**src/rtl/licznik_wielokanalowy.sv**
```systemverilog
// licznik_wielokanalowy: multi-channel programmable down-counter/timer.
//
// Each channel has a SZER-bit reload register, a control register
// {en, auto, ie, 2'b00, k[2:0]}, a live SZER-bit count and a 7-bit prescaler.
// While enabled, the prescaler advances every clock and produces a tick every
// 2^k clocks. A tick decrements the count. A tick at count 0 is a terminal
// event: it sets the sticky flag and then either reloads (auto) or stops
// (one-shot).
//
// Ports:
//   clk                 system clock, rising edge
//   rst                 asynchronous active-low reset
//   wartosc             write data byte
//   adres               {channel index, register index}
//   zapisz              write strobe
//   dane_out            combinational readback (live count bytes / control)
//   licznik_flaga       per-channel sticky terminal-count flags
//   licznik_flaga_clear per-channel flag clear (takes effect on the next edge)
//   licznik_int         OR of the flags gated by the per-channel ie bits
module licznik_wielokanalowy #(
   parameter int unsigned N_KAN = 4,
   parameter int unsigned SZER  = 16
) (
   input  logic                                      clk,
   input  logic                                      rst,
   input  logic [7:0]                                wartosc,
   input  logic [$clog2(N_KAN)+$clog2(SZER/8+1)-1:0] adres,
   input  logic                                      zapisz,
   output logic [7:0]                                dane_out,
   output logic [N_KAN-1:0]                          licznik_flaga,
   input  logic [N_KAN-1:0]                          licznik_flaga_clear,
   output logic                                      licznik_int
);

   localparam int unsigned NB = SZER / 8;           // reload bytes per channel
   localparam int unsigned RW = $clog2(NB + 1);     // register index width
   localparam int unsigned AW = $clog2(N_KAN) + RW; // full address width
   localparam logic [SZER-1:0] JEDEN = SZER'(1);

   logic [N_KAN-1:0][SZER-1:0] reload_q, reload_d;
   logic [N_KAN-1:0][SZER-1:0] cnt_q, cnt_d;
   logic [N_KAN-1:0][6:0]      presk_q, presk_d;
   logic [N_KAN-1:0][2:0]      k_q, k_d;
   logic [N_KAN-1:0]           en_q, en_d;
   logic [N_KAN-1:0]           auto_q, auto_d;
   logic [N_KAN-1:0]           ie_q, ie_d;
   logic [N_KAN-1:0]           flag_q, flag_d;
   logic [N_KAN-1:0]           tick;
   logic [N_KAN-1:0]           terminal;

   logic [RW-1:0] reg_idx;
   logic [AW-1:0] kan_idx;
   int unsigned   reg_n;
   int unsigned   kan_n;
   logic          kan_ok;

   assign reg_idx = adres[RW-1:0];
   assign kan_idx = adres >> RW;
   assign reg_n   = 32'(reg_idx);
   assign kan_n   = 32'(kan_idx);
   // Only matters when N_KAN is not a power of two.
   assign kan_ok  = (kan_n < N_KAN);

   // Low k bits of the prescaler that must all be ones for a tick; k=0 gives
   // an empty mask, i.e. a tick every clock.
   function automatic logic [6:0] maska(input logic [2:0] k);
      return ~(7'h7f << k);
   endfunction

   always_comb begin
      tick     = '0;
      terminal = '0;
      for (int unsigned i = 0; i < N_KAN; i++) begin
         tick[i]     = en_q[i] && ((presk_q[i] & maska(k_q[i])) == maska(k_q[i]));
         terminal[i] = tick[i] && (cnt_q[i] == '0);
      end
   end

   always_comb begin
      reload_d = reload_q;
      cnt_d    = cnt_q;
      presk_d  = presk_q;
      k_d      = k_q;
      en_d     = en_q;
      auto_d   = auto_q;
      ie_d     = ie_q;
      flag_d   = flag_q;
      for (int unsigned i = 0; i < N_KAN; i++) begin
         if (en_q[i]) begin
            presk_d[i] = presk_q[i] + 7'd1;
         end
         if (tick[i]) begin
            if (cnt_q[i] != '0) begin
               cnt_d[i] = cnt_q[i] - JEDEN;
            end else if (auto_q[i]) begin
               cnt_d[i] = reload_q[i];
            end else begin
               en_d[i] = 1'b0;
            end
         end
         // A terminal event on the same edge as a clear keeps the flag set.
         flag_d[i] = (flag_q[i] & ~licznik_flaga_clear[i]) | terminal[i];

         if (zapisz && kan_ok && (kan_n == i)) begin
            for (int unsigned b = 0; b < NB; b++) begin
               if (reg_n == b) begin
                  reload_d[i][8*b +: 8] = wartosc;
               end
            end
            // Control write overrides the tick's effect on en/count/prescaler,
            // but the flag set by a terminal tick above is kept.
            if (reg_n == NB) begin
               en_d[i]   = wartosc[7];
               auto_d[i] = wartosc[6];
               ie_d[i]   = wartosc[5];
               k_d[i]    = wartosc[2:0];
               if (wartosc[7]) begin
                  cnt_d[i]   = reload_q[i];
                  presk_d[i] = '0;
               end else begin
                  cnt_d[i]   = cnt_q[i];
                  presk_d[i] = presk_q[i];
               end
            end
         end
      end
   end

   always_comb begin
      dane_out = '0;
      if (kan_ok) begin
         for (int unsigned i = 0; i < N_KAN; i++) begin
            if (kan_n == i) begin
               for (int unsigned b = 0; b < NB; b++) begin
                  if (reg_n == b) begin
                     dane_out = cnt_q[i][8*b +: 8];
                  end
               end
               if (reg_n == NB) begin
                  dane_out = {en_q[i], auto_q[i], ie_q[i], 2'b00, k_q[i]};
               end
            end
         end
      end
   end

   always_ff @(posedge clk or negedge rst) begin
      if (!rst) begin
         reload_q <= '0;
         cnt_q    <= '0;
         presk_q  <= '0;
         k_q      <= '0;
         en_q     <= '0;
         auto_q   <= '0;
         ie_q     <= '0;
         flag_q   <= '0;
      end else begin
         reload_q <= reload_d;
         cnt_q    <= cnt_d;
         presk_q  <= presk_d;
         k_q      <= k_d;
         en_q     <= en_d;
         auto_q   <= auto_d;
         ie_q     <= ie_d;
         flag_q   <= flag_d;
      end
   end

   assign licznik_flaga = flag_q;
   assign licznik_int   = |(flag_q & ie_q);

endmodule

```
**config.mk**
```make
export PLATFORM = sky130hd
export DESIGN_NAME = licznik_wielokanalowy
export DESIGN_NICKNAME = d
export VERILOG_FILES = /design/src/rtl/licznik_wielokanalowy.sv
export SDC_FILE = /design/constraint.sdc
export NUM_CORES = 1
export LEC_CHECK = 0
export CORE_AREA = 2 2 141 143
export CTS_BUF_LIST = sky130_fd_sc_hd__clkbuf_8
export DETAILED_ROUTE_END_ITERATION = 16
export DIE_AREA = 0 0 143 145
export PLACE_DENSITY = 0.76
export SYNTH_ARGS = -nofsm -noshare
export SYNTH_HDL_FRONTEND = slang
export SYNTH_SLANG_ARGS = --single-unit
```
**constraint.sdc**
```tcl
create_clock -name clk -period 4.9 [get_ports clk]
set_clock_uncertainty 0.05 [all_clocks]
set_input_delay 0.49 -clock clk [delete_from_list [all_inputs] [get_ports clk]]
set_output_delay 0.49 -clock clk [all_outputs]
set_load 0.005 [all_outputs]
```
==> results_dict.tcl <==
set metrics [dict create \
    clock_tree.root_cell "clkbuf_8" \
    power_per_cell_area_mw_per_mm2 424 \
    overflow 0 \
    antenna_found_initial 0 \
    setup_tns_ns 0 \
    vias 10200 \
    synth_seq_area_share 0.404 \
    layout-drive-gt1-share 0.135 \
    insertedDiodeCount 0 \
    clkLatencyLatePin_ns 0.49 \
    yosysTopAreaCell "dfrtp_1" \
    maxCapViolCount 0 \
    h-tree-depth 4 \
    synth_cell_type_count 98 \
    synth_edf_count 0 \
    portBuffers 31 \
    critPathCaptureType "output port" \
    min_period_over_period 0.757 \
    setup_viol 0 \
    ant_nets 0 \
    first_pass_iters 5 \
    synth_top_area_frac 0.404 \
    mostFrequentLayoutCells "nand2_1, dfrtp_1, o21ai_0" \
    drc 0 \
    cts_hold_buf 0 \
    drv_slew 0 \
    timing.final.crit_period_ns 3.71 \
    relSlewSlack 0.284 \
    synth_nets 1250 \
    rows 51 \
    cp.required_ns 4.36 \
    cts_resized 0 \
    synth_async_sr_flop_share 1.00 \
    worstPathArrival_ns 3.17 \
    crit_type "primary input to output port" \
    globalplace.congestion 0.949 \
    final_common_cell "nand2_1" \
    synth.area.top_cells "dfrtp_1, nand2_1, mux2_2, mux2i_1, o21ai_0" \
    synthCells 1219 \
    grt_pass1_vias 9790 \
    status "finished, final reports clean" \
    wl_per_cell_microns 22.8 \
    post-cts-setup-buffers 0 \
    drt-total-wl_microns 33900 \
    hold_viol 0 \
    dp.final_hpwl_microns 23400 \
    hold_path_class "primary input to asynchronous set/reset pin" \
    cts_tree "built" \
    ys_ff_latch 184 \
    drtIter0Drc 1224 \
    timing.hold.ws_ns 0.0295 \
    avgSynthCellArea_sq_um 9.34 \
    core_sq_mm 0.0192 \
    clkTransAtPathRegs_ns 0.10 \
    syn2layout_area_growth_pct 7.01 \
    grt_setup_unrepaired "no" \
    gr-usage-all-layers 0.338 \
    grt_max_degree 97 \
    crit_fanout 31 \
    synthesis.area_sq_mm 0.0114 \
    cts.sinks 184 \
    yosys_warnings 0 \
    vias_per_cell 6.81 \
    initial_core_util 0.593 \
    ioPinCount 32 \
    worst_pin_slew_ns 1.07 \
    vdd_drop_max_v 0.000292 \
    grt_pass1_wl_microns 54600 \
    fp.dieH_microns 145 \
    fp.dieArea_sq_mm 0.0207 \
    fmax_ghz 0.270 \
    worstSetupStartpointType "primary input" \
    synthFlopType "dfrtp_1" \
    power_leakage_nw 5.04 \
    clock_path_buffers 2 \
    cts_buffers 17 \
    die_w_microns 143 \
    finish.net_count 1244 \
]
registers in the layout, indices dropped and copies added (netlist names):
signal and flops:
cnt_q 64, reload_q 64, presk_q 28, k_q 12, auto_q 4, en_q 4, ie_q 4, licznik_flaga 4
per-stage QoR:
stage	instance area [sq um]	cells	setup slack, ns	total power [mW]	utilization
after floorplan	11400	1219	2.27	3.53	-
after global placement	11800	1459	1.00	4.04	0.614
after detailed placement	11800	1459	0.955	4.09	0.614
after CTS	12200	1491	1.21	5.14	0.634
after global routing	12200	1491	0.977	5.47	0.634
final	12200	1491	1.19	5.17	0.634
worst paths after layout:
kind                                         from                      end  slack, ns  depth (start not counted)
hold / removal                                rst  reload_q[0]$_DFFE_PN0P_       0.03                          1
setup reg to reg             cnt_q[0]$_DFFE_PN0P_     cnt_q[4]$_DFFE_PN0P_       1.63                          7
min in group clk           presk_q[6]$_DFFE_PN0P_   presk_q[6]$_DFFE_PN0P_       0.42                          1
hold reg to reg            presk_q[6]$_DFFE_PN0P_   presk_q[6]$_DFFE_PN0P_       0.42                          1
max in group asynchronous                     rst        en_q[2]$_DFF_PN0_       3.63                          2
setup / recovery                         adres[1]              dane_out[1]       1.19                          7
cell type report:
type | count | area, sq um
timing repair buffer | 41 | 379
inverter | 32 | 120
clock inverter | 14 | 150
sequential | 184 | 4600
tap | 265 | 332
clock buffer | 18 | 248
fill | 1619 | 7020
multi-input combinational | 937 | 6350
worst max-delay path, stage by stage:
cell	delay [ns]
clkdlybuf4s50_1	0.46
buf_4	0.27
nor2b_2	0.85
nand2_1	0.09
o21ai_0	0.14
mux4_2	0.34
clkdlybuf4s50_1	0.52
layer usage:
metal	share of wire	vias to the layer above	GRT usage
met5	0	-	0
met4	0.040	0	0.140
met1	0.43	5005	0.483
met2	0.45	489	0.509
li1	-	4560	-
met3	0.075	102	0.0597
power breakdown:
| group | leakage (nW) | switching, mW | total (mW) | internal [mW] |
|---|---|---|---|---|
| registers | 2.28 | 0.627 | 2.56 | 1.93 |
| clock network | 0.201 | 0.594 | 1.06 | 0.471 |
| logic | 2.56 | 0.844 | 1.55 | 0.706 |
| total | 5.04 | 2.07 | 5.17 | 3.10 |
cells in the mapped netlist, drive strengths merged (5+ instances only):
cell / count
nor3: 30
a21oi: 52
a221o: 5
inv: 31
a21boi: 8
mux2: 61
o41ai: 13
clkbuf: 47
a31o: 5
o21bai: 5
buf: 19
a31oi: 12
o211a: 7
or3: 10
a21o: 7
dfrtp: 184
or4: 8
a22oi: 10
and3: 23
nor4: 20
nor4b: 6
o221a: 5
nand2: 190
mux2i: 45
nand3: 45
o22ai: 16
o21ai: 86
o31ai: 12
o211ai: 10
mux4: 10
nand4: 20
and2: 15
nor2b: 9
a211oi: 24
nand2b: 14
ha: 12
nor3b: 7
nor2: 65
cell families after synthesis:
| group | after synthesis | share of synthesized area |
|---|---|---|
| buffers and inverters | 98 | 0.0380 |
| DFF | 184 | 0.404 |
| adders and majority gates | 12 | 0.0132 |
| AOI/OAI and AO/OA | 328 | 0.205 |
| and+or+nand+nor | 476 | 0.216 |
| muxes | 116 | 0.120 |
| xor gates and xnor gates | 5 | 0.00385 |
Power figures use the tool's default switching activity.
